File: src/rtl/vblank_update_scheduler.sv
// Per-frame round-robin req/grant/done scheduler for the vertical-blanking update window.
// Define SCHED_TIMEOUT_EN to build the per-grant watchdog; otherwise oTimeout is always 0.
module vblank_update_scheduler #(
  parameter int NUM_REQ        = 4,
  parameter int IDX_W          = 3,
  parameter int TIMEOUT_CYCLES = 1024
) (
  input  logic               iVGA_CLK,
  input  logic               iRST_n,
  input  logic               startOfFrame,
  input  logic [NUM_REQ-1:0] req,
  input  logic [NUM_REQ-1:0] done,
  output logic [NUM_REQ-1:0] grant,
  output logic               oBusy,
  output logic               oFrameDone,
  output logic               oTimeout,
  output logic [7:0]         oOverrunCnt
);

  typedef enum logic [1:0] {IDLE, SCAN, GRANT, FINISH} state_t;

  state_t             state;
  logic               sof_q;
  logic               sof_edge;
  logic [NUM_REQ-1:0] pending;
  logic [IDX_W-1:0]   ptr;
  logic [IDX_W-1:0]   start_ptr;
  logic [IDX_W-1:0]   cur_idx;
  logic               found;
  logic [IDX_W-1:0]   sel_idx;
  logic [NUM_REQ-1:0] sel_onehot;
  logic               done_hit;
  logic               wd_expired;

  if (NUM_REQ < 2 || NUM_REQ > 8 || (1 << IDX_W) < NUM_REQ || TIMEOUT_CYCLES < 2) begin : g_param_check
    $error("vblank_update_scheduler: illegal parameter combination");
  end

  function automatic logic [IDX_W-1:0] wrap_inc(input logic [IDX_W-1:0] v);
    return (v == IDX_W'(NUM_REQ - 1)) ? '0 : v + IDX_W'(1);
  endfunction

  assign sof_edge = startOfFrame & ~sof_q;

  // grant is onehot(cur_idx) throughout GRANT, so masking done with it picks done[idx]
  assign done_hit = |(done & grant);

  always_comb begin
    logic [IDX_W-1:0] cand;
    cand    = ptr;
    found   = 1'b0;
    sel_idx = '0;
    for (int i = 0; i < NUM_REQ; i++) begin
      for (int j = 0; j < NUM_REQ; j++) begin
        if (!found && cand == IDX_W'(j) && pending[j]) begin
          found   = 1'b1;
          sel_idx = cand;
        end
      end
      cand = wrap_inc(cand);
    end
  end

  always_comb begin
    sel_onehot = '0;
    for (int j = 0; j < NUM_REQ; j++) begin
      sel_onehot[j] = (sel_idx == IDX_W'(j));
    end
  end

`ifdef SCHED_TIMEOUT_EN
  localparam int CNT_W = $clog2(TIMEOUT_CYCLES) + 1;
  logic [CNT_W-1:0] wd_cnt;

  // Held at zero outside GRANT, so it restarts from zero on every new grant
  always_ff @(posedge iVGA_CLK or negedge iRST_n) begin
    if (!iRST_n) begin
      wd_cnt <= '0;
    end else if (state != GRANT) begin
      wd_cnt <= '0;
    end else begin
      wd_cnt <= wd_cnt + CNT_W'(1);
    end
  end

  assign wd_expired = (wd_cnt == CNT_W'(TIMEOUT_CYCLES - 1));
`else
  assign wd_expired = 1'b0;
`endif

  // A new frame edge outside IDLE overrides everything and restarts the frame
  always_ff @(posedge iVGA_CLK or negedge iRST_n) begin
    if (!iRST_n) begin
      state       <= IDLE;
      sof_q       <= 1'b0;
      pending     <= '0;
      ptr         <= '0;
      start_ptr   <= '0;
      cur_idx     <= '0;
      grant       <= '0;
      oTimeout    <= 1'b0;
      oOverrunCnt <= 8'd0;
    end else begin
      sof_q    <= startOfFrame;
      oTimeout <= 1'b0;
      if (sof_edge && state != IDLE) begin
        if (oOverrunCnt != 8'hFF) begin
          oOverrunCnt <= oOverrunCnt + 8'd1;
        end
        grant   <= '0;
        pending <= req;
        ptr     <= start_ptr;
        state   <= SCAN;
      end else begin
        case (state)
          IDLE: begin
            if (sof_edge) begin
              pending <= req;
              ptr     <= start_ptr;
              state   <= SCAN;
            end
          end
          SCAN: begin
            if (!found) begin
              state <= FINISH;
            end else begin
              grant   <= sel_onehot;
              cur_idx <= sel_idx;
              state   <= GRANT;
            end
          end
          GRANT: begin
            if (done_hit || wd_expired) begin
              pending  <= pending & ~grant;
              ptr      <= wrap_inc(cur_idx);
              grant    <= '0;
              oTimeout <= ~done_hit;
              state    <= SCAN;
            end
          end
          FINISH: begin
            start_ptr <= wrap_inc(start_ptr);
            state     <= IDLE;
          end
          default: state <= IDLE;
        endcase
      end
    end
  end

  assign oBusy      = (state != IDLE);
  assign oFrameDone = (state == FINISH) && !sof_edge;

endmodule

File: config.mk
export PLATFORM = sky130hd
export DESIGN_NAME = vblank_update_scheduler
export DESIGN_NICKNAME = d
export VERILOG_FILES = /design/src/rtl/vblank_update_scheduler.sv
export SDC_FILE = /design/constraint.sdc
export NUM_CORES = 1
export LEC_CHECK = 0
export ABC_AREA = 1
export CORE_MARGIN = 2
export CORE_UTILIZATION = 29
export DETAILED_ROUTE_END_ITERATION = 16
export GPL_ROUTABILITY_DRIVEN = 1
export HOLD_SLACK_MARGIN = 0.05
export PLACE_DENSITY_LB_ADDON = 0.12
export SLEW_MARGIN = 20
export SYNTH_ARGS = -nofsm -noshare
export SYNTH_HDL_FRONTEND = slang
export SYNTH_SLANG_ARGS = --single-unit
File: constraint.sdc
create_clock -name iVGA_CLK -period 5.6 [get_ports iVGA_CLK]
set_input_delay 0.84 -clock iVGA_CLK [delete_from_list [all_inputs] [get_ports iVGA_CLK]]
set_output_delay 0.84 -clock iVGA_CLK [all_outputs]
set_load 0.01 [all_outputs]
==> results.yml <==
status:
  status: "completed"
yosys:
  syn_area_per_cell_sq_um: 7.98
  synth_fp_nets: 258
  synth_top_area_cell: "dfrtp_1"
  synth_top_area_share_pct: 37.2
  seq_area_frac_synth_pct: 37.2
  yosysWarnings: 0
  async_flop_share_pct: 100
  synth_edf_count: 0
  synthCells: 236
  synth_flop_cell: "dfrtp_1"
  synth-seq-cells: 28
  synth_area_leaders: "dfrtp_1 (37%), nand2_1 (12%), ha_1 (7.3%), inv_1 (6.2%), nor2_1 (2.8%)"
  yosysUniqueCellTypes: 39
  synth_area_sq_um: 1880
  netlist_top_cells_count: "nand2_1 (61), inv_1 (31), dfrtp_1 (28)"
  yosysMostFrequentCell: "nand2_1"
worst_setup_path:
  startpoint: "startOfFrame"
  r2r_slack_ns: 3.27
  worstReg2RegStart: "ptr[0]"
  cp-start-kind: "input port"
  r2r-end: "grant[1]"
  crit_required_ns: 4.76
  worstPathArrival_ns: 2.51
  crit_path_end: "oFrameDone"
  worstSetupPathType: "input port to output port"
  cp-end-kind: "output port"
  rr_worst_depth: 12
  path_max_fanout: 12
sta:
  rsz0062_at_grt: "false"
  min_period_ns: 3.35
  hold_violations: 0
  finalMaxSlewViolations: 0
  post-route-period-util_pct: 59.9
  tns_ns: 0
  setup_viol: 0
  clock.fmax_mhz: 298
  skew_ns: 0.00649
routing:
  wire_per_inst_microns: 12.2
  vias: 1521
  totalWireLength_mm: 4.12
  drtPass1Iterations: 4
  ant_nets: 0
  drt_iter0_drc: 46
  dr_wl_met3_microns: 75
  drcViolationCount: 0
  routed-wl-met2_mm: 1.77
  met1_length_mm: 2.23
  viasPerCell: 4.49
  route.top_layer_used: "met4"
min_path:
  holdCritPathClass: "flop to flop"
final_layout:
  multi_input_area_sq_um: 1020
  final_nets: 285
  filler_cell_count: 687
  drive_gt1_share_pct: 13.7
  area.sequential_sq_um: 701
  syn_to_final_growth_pct: 21.1
  n_antenna_cell: 0
clocking:
  path_clk_slew_ns: 0.10
  htree_levels: 1
  ctsLongestPathBuffers: 2
  ctsHoldBuffers: 0
  clk_latency_ns: 0.28
  cts_tree: "yes"
  cts_sinks: 28
  cts-root-buf: "clkbuf_8"
  cts-resized-gates: 0
  numCtsBuffers: 3
  post_cts_buffers: 0
floorplan:
  ios: 26
  start_util_pct: 29.8
  rows: 29
  die_width_microns: 84.6
  core_sq_um: 6310
  die_area_sq_um: 7160
  die_h_microns: 84.6
placed_design:
  portBuffers: 24
  hpwl_mm: 3.34
  place.gp.congestion: 0.793
global_route:
  grt_antenna_before_repair: 0
  grt_pass1_vias: 1578
  grt.total_usage_pct: 12.6
  grt_overflow: 0
  grt_max_degree: 29
  grt_pass1_wl_mm: 7.36
pwr:
  p_int_uw: 657
  combPwrFrac_pct: 58.8
  swShare_pct: 48.2
  seqPwrFrac_pct: 28.6
  pwr-share-clk_pct: 12.6
  power_uw: 1270
  p_switching_uw: 612
  irDropWorstVdd_v: 0.000193
  power_density_nw_per_um2: 556
  leakage_uw: 0.00113
run:
  maxCapViolCount: 0
## routing by layer
metal	vias up	GRT usage (%)
li1	807	-
met1	693	18.5
met2	16	19.5
met3	5	1.47
met4	0	3.46
met5	-	0
## state kept, by name, indices dropped and copies added, names as in the netlist
signal       cells
state            2
grant            4
ptr              3
start_ptr        3
cur_idx          3
oOverrunCnt      8
sof_q            1
pending          4
## worst max-delay path, stage by stage
cell             delay (ns)
clkdlybuf4s50_1        0.47
inv_1                  0.05
nor2_2                 0.39
nor2_1                 0.08
nand2_1                0.09
inv_1                  0.10
clkdlybuf4s50_1        0.50
## through the flow
stage	utilization (%)	instance area [sq um]	hold WS [ns]	setup slack (ns)	instances
detailed placement	35.0	2210	0.490	2.23	335
CTS	36.1	2280	0.507	2.22	339
floorplan	-	1880	0.463	3.34	236
global placement	35.0	2210	0.491	2.25	335
global route	36.1	2280	0.536	2.07	339
finish	36.1	2280	0.505	2.25	339
## cells in the final DEF, fill, tap and decap left out, types with 2 or more instances in the layout
cell type and count:
o21ai_1 6, o21ai_0 10, nor2_2 4, a21oi_1 5, nor2_4 2, o2111ai_1 2
nand3_1 10, ha_1 11, o21ai_2 3, nor3_1 4, o21ai_4 2, inv_2 8
o211ai_1 3, clkdlybuf4s50_1 24, clkbuf_8 3, dfrtp_1 28, nor2_1 14, o22ai_1 2
inv_1 31, nand2_2 3, nand4_4 2, nand2_1 61, xor2_1 4, xnor2_1 3
## worst min-delay path by stage
stage / cells past startpoint / to / startpoint / slack, ns
after floorplan: 2 / cur_idx[1] / cur_idx[1] / 0.46
after global placement: 2 / cur_idx[1] / cur_idx[1] / 0.49
after detailed placement: 1 / oOverrunCnt[5] / oOverrunCnt[5] / 0.49
after CTS: 1 / oOverrunCnt[5] / oOverrunCnt[5] / 0.51
after global routing: 1 / oOverrunCnt[5] / oOverrunCnt[5] / 0.54
final: 1 / oOverrunCnt[5] / oOverrunCnt[5] / 0.51
## cell families after synthesis
family | Yosys count | synth area share [%]
other | 1 | 0.199
adder cells (fa/ha/maj) | 11 | 7.30
buffers and inverters | 42 | 8.70
AO/OA/AOI/OAI | 40 | 15.2
XOR/XNOR | 7 | 3.25
flip-flops | 28 | 37.2
AND/OR/NAND/NOR | 107 | 28.2
## power by group through the flow
stage	clock [uW]	combinational (uW)	sequential, uW
finish	160	746	362
global route	173	848	378
CTS	166	754	364
detailed placement	0	752	366
global placement	0	752	369
floorplan	0	553	353
## layout make-up
cell class,instances,share of cell area (%)
clock buffer,3,1.81
timing repair buffer,25,10.9
sequential,28,30.7
multi-input combinational,166,44.7
inverter,39,6.41
clock inverter,1,1.32
tap,77,4.22
Note: power is estimated with default switching activity, not from simulation.
==> RTL change 1, RTL diff (config.mk and constraints unchanged) <==
`IDX_W`: 3 -> 4.
--- a/src/rtl/vblank_update_scheduler.sv
+++ b/src/rtl/vblank_update_scheduler.sv
@@ -4,3 +4,3 @@
   parameter int NUM_REQ        = 4,
-  parameter int IDX_W          = 3,
+  parameter int IDX_W          = 4,
   parameter int TIMEOUT_CYCLES = 1024
Formal check against the unedited RTL: same outputs for any inputs over 10 cycles, from zero or initial values and one cycle with iRST_n low; that may be too few to reach the edited logic, so the function may still have changed.
==> RTL change 1 against the original RTL <==
- routed wire length is 14% higher
- largest cell class unchanged
- total power down 2.1%
- synthesized cell count increased by 18%
- final area is 7.0% higher
- count of clock-buffer cells in the layout up 3
- setup slack better by 0.060 ns
- clock skew rose by 0.0040 ns
- final cell count is 15% higher
- sequential cell count is 3 higher
- synthesized area grew 7.0%
- first-iteration DRC count grew 74%
- register-to-register slack got worse by 0.03 ns
- combinational power is 8.0% lower
==> RTL change 1: results (changes against the original RTL) <==
The fraction of layout cells with a size suffix above 1 is 0.0839 (-0.0535), and the synthesized net count is 298 (+16%). The run gives 3.24 ns (-0.03 ns) as the register-to-register setup slack. The pre-CTS setup slack was 2.30 ns (+0.0711 ns). The cell-internal power was 0.639 mW (-2.9%).

The smallest hold slack is 0.504 ns (-0.00144 ns). The run gives 0.385 (+0.0130) as the sequential-to-total area share from yosys stat. The commonest cells after synthesis are sky130_fd_sc_hd__nand2_1 (83), sky130_fd_sc_hd__inv_1 (42), sky130_fd_sc_hd__dfrtp_1 (31), sky130_fd_sc_hd__nand3_1 (28), sky130_fd_sc_hd__nor2_1 (23).

The worst stage delay on the critical path was 0.56 ns (+0.06 ns). By area the synthesized netlist is led by sky130_fd_sc_hd__dfrtp_1 (38%), sky130_fd_sc_hd__nand2_1 (15%), sky130_fd_sc_hd__inv_1 (7.8%). For the well tap count, the log shows 80 (+3.9%). The run finished with clean final reports.

Area share of buffers outside the clock network: 0.101 (-0.00707). Area used by sequential logic in the layout: 776 µm² (+11%). The logs give 0.771 (-2.9%) for the weighted congestion at the end of routability-driven global placement and 0.0105 ns (+0.00397 ns) for the final worst clock skew.

The largest net degree at the start of global routing is 32 (+10%), and the H-tree depth is 2 (+1). The number of fillers in the final layout came out at 709 (+3.2%). The average footprint of a synthesized cell came out at 7.25 µm² (-9.2%). The number of buffers inserted during clock tree synthesis is 5 (+2), and the all-layer global routing usage is 0.140 (+0.0140).

The number of nets in the layout was 329 (+15%); the cell total after placement was 382 (+14%). The global-route wire length before repair was 8.31 mm (+13%); the wire length per cell after detailed routing was 12.0 µm (-1.3%). The post-route clock period utilization works out to 0.588 (-0.0107). The clock transition at the registers of the reported paths came out at 0.07 ns (-0.03 ns). The count of multi-input gates is 201 (+21%), and the detailed-routing iteration count for the pre-antenna-repair pass is 5 (+1).

The highest ir drop seen on vdd was 0.289 mV (+50%); the distinct cell type count after synthesis was 32 (-18%). The number of violations reported at the end of detailed-routing iteration 0 is 80 (+74%), and the total via count in the routed design is 1,777 (+17%). For the instance area at placement, the log shows 2360 µm² (+6.6%).

Relative area of clock buffers and inverters in the final design: 0.0349 (+0.00360). The fraction of area in multi-input gates was 0.435 (-0.0122); the number of non-clock inverters in the layout was 45 (+15%). The final standard cell count with taps included and fillers excluded was 390 (+15%); the largest fanout on the critical path was 8 (-4).

For the count of flip-flops and latches, the log shows 31 (+11%). For the leakage power figure, the log shows 1.22 nW (+7.9%). The tools report the end of the worst register-to-register path as cur_idx[0].
[RTL change 1: cell types whose count changed after synthesis, sizes merged, moves of 5 or more]
cell	unedited run	this run
nor3	6	0
a21oi	7	2
nor2	20	29
nand3	10	28
inv	39	45
nand2	65	87
[RTL change 1: metal layers]
layer  up-vias  share of wire  GRT usage
met5         -              0          0
met4         0         0.0079     0.0336
met3         5          0.042     0.0313
met2        37           0.43      0.217
met1       791           0.52      0.198
li1        944              -          -
[RTL change 1: cell families after synthesis]
logic type      count (synthesis)  synth area share
buf+inv                        46            0.0888
xor+xnor                        9            0.0391
compound gates                 32             0.101
fa+ha+maj                       9            0.0559
other cells                     1           0.00186
simple gates                  150             0.329
flops                          31             0.385
[RTL change 1: power groups by stage]
stage	Combinational [mW]	Sequential, mW	Clock, mW
floorplan	0.487	0.372	0
global placement	0.697	0.386	0
detailed placement	0.691	0.385	0
CTS	0.696	0.381	0.183
global route	0.808	0.397	0.191
finish	0.686	0.382	0.174
==> RTL change 2, RTL diff (config.mk and constraints unchanged) <==
Made on the original files. Put one more register stage on the output `oOverrunCnt`, cleared by the reset. The value now appears one clock later. The other outputs are not delayed to match.
--- a/src/rtl/vblank_update_scheduler.sv
+++ b/src/rtl/vblank_update_scheduler.sv
@@ -20,2 +20,4 @@
   typedef enum logic [1:0] {IDLE, SCAN, GRANT, FINISH} state_t;
+
+  logic [7:0] oOverrunCnt_s0;
 
@@ -101,3 +103,3 @@
       oTimeout    <= 1'b0;
-      oOverrunCnt <= 8'd0;
+      oOverrunCnt_s0 <= 8'd0;
     end else begin
@@ -106,4 +108,4 @@
       if (sof_edge && state != IDLE) begin
-        if (oOverrunCnt != 8'hFF) begin
-          oOverrunCnt <= oOverrunCnt + 8'd1;
+        if (oOverrunCnt_s0 != 8'hFF) begin
+          oOverrunCnt_s0 <= oOverrunCnt_s0 + 8'd1;
         end
@@ -153,2 +155,10 @@
 
+  always_ff @(posedge iVGA_CLK or negedge iRST_n) begin
+    if (!iRST_n) begin
+      oOverrunCnt <= '0;
+    end else begin
+      oOverrunCnt <= oOverrunCnt_s0;
+    end
+  end
+
 endmodule
Behaviour: not the same (Yosys sat finds a counterexample within 4 cycles, from zero or initial values and one cycle with iRST_n low).
==> RTL change 2 against the original RTL <==
- synthesized cell count rose by 3.0%
- critical path type unchanged
- synthesized area increased by 7.4%
- total power fell by 0.25%
- sequential cell count grew 8
- routed wire length rose by 8.4%
- setup slack lost 0.014 ns
- clock skew decreased by 0.0020 ns
- final area rose by 6.1%
- critical path depth did not move
- first-iteration DRC count increased by 140%
- final cell count increased by 3.5%
==> RTL change 2: results (changes against the original RTL) <==
The largest net degree at the start of global routing was 37 (+28%). The number of fillers in the final layout is 719 (+4.7%), and the total via count in the routed design is 1,617 (+6.3%). The synthesized net count was 265 (+2.7%).

The number of nets in the layout was 293 (+2.8%); the distinct cell type count after synthesis was 35 (-10%). The number of violations reported at the end of detailed-routing iteration 0 came out at 109 (+140%). In this run the critical register-to-register path is captured at grant[3]. The run gives 5 (+2) as the number of buffers inserted during clock tree synthesis. Power per cell area: 523 nW/µm² (-6.0%). The final worst clock skew is 0.00448 ns (-0.00201 ns). The routed wire length is 4.47 mm (+8.4%), and the number of vias per cell is 4.61 (+2.7%).

In the final layout, the registers with the most flip-flops are oOverrunCnt x8, oOverrunCnt_s0 x8. For the instance area at placement, the log shows 2340 µm² (+6.0%). The via count of the first global-routing pass is 1,577 (-0.063%), and the global-route wire length before repair is 7.78 mm (+5.8%). Clock transition at the registers of the reported paths: 0.07 ns (-0.03 ns).

The data arrival time of the worst path is 2.53 ns (+0.02 ns). Ranked by total cell area, the synthesized netlist is headed by sky130_fd_sc_hd__dfrtp_1 (44%), sky130_fd_sc_hd__nand2_1 (11%), sky130_fd_sc_hd__ha_1 (6.8%). The number of cells on the worst reg-to-reg path was 14 (+2). For the sequential-to-total area share from yosys stat, the log shows 0.445 (+0.0731). The cell total after placement was 344 (+2.7%). The tools report the H-tree depth as 2 (+1). The placed wire-length estimate is 3.44 mm (+3.2%).

The run finished with clean final reports.
## RTL change 2: worst min path at each step
stage	startpoint	endpoint	depth (start not counted)
after floorplan	oOverrunCnt_s0[4]	oOverrunCnt[4]	0
after global routing	oOverrunCnt_s0[4]	oOverrunCnt[4]	0
after global placement	oOverrunCnt_s0[4]	oOverrunCnt[4]	0
after CTS	oOverrunCnt_s0[4]	oOverrunCnt[4]	0
after detailed placement	oOverrunCnt_s0[4]	oOverrunCnt[4]	0
final	oOverrunCnt_s0[4]	oOverrunCnt[4]	0
## RTL change 2: layer usage
layer / vias up / GRT usage / wire [µm]
li1: 838 / - / -
met1: 752 / 0.206 / 2490
met2: 21 / 0.180 / 1830
met3: 6 / 0.0264 / 115
met4: 0 / 0.0420 / 38
met5: - / 0 / 0
## RTL change 2: area by class of cell
cell class                 instances  share of cell area
inverter                          39              0.0605
tap                               80              0.0413
multi-input combinational        165               0.397
clock buffer                       6              0.0300
sequential                        36               0.372
timing repair buffer              24              0.0972
clock inverter                     1             0.00207
## RTL change 2: worst max-delay path, stage by stage
cell and delay (ns):
sky130_fd_sc_hd__clkdlybuf4s50_1 0.47, sky130_fd_sc_hd__inv_1 0.05, sky130_fd_sc_hd__nor2_2 0.38, sky130_fd_sc_hd__nor2_1 0.08, sky130_fd_sc_hd__nand2_1 0.12, sky130_fd_sc_hd__inv_1 0.10, sky130_fd_sc_hd__clkdlybuf4s50_1 0.49
## RTL change 2: logic make-up after synthesis
kind of cell    synth area share
other cells              0.00185
fa+ha+maj                 0.0680
flops                      0.445
buf+inv                   0.0803
compound gates             0.125
xor+xnor                  0.0303
simple gates               0.250
## RTL change 2: report_power, final
group	total (mW)	switching [mW]	leakage [nW]	internal [mW]
clock	0.175	0.0906	0.0410	0.0846
sequential	0.428	0.0809	0.448	0.347
combinational	0.663	0.412	0.699	0.251
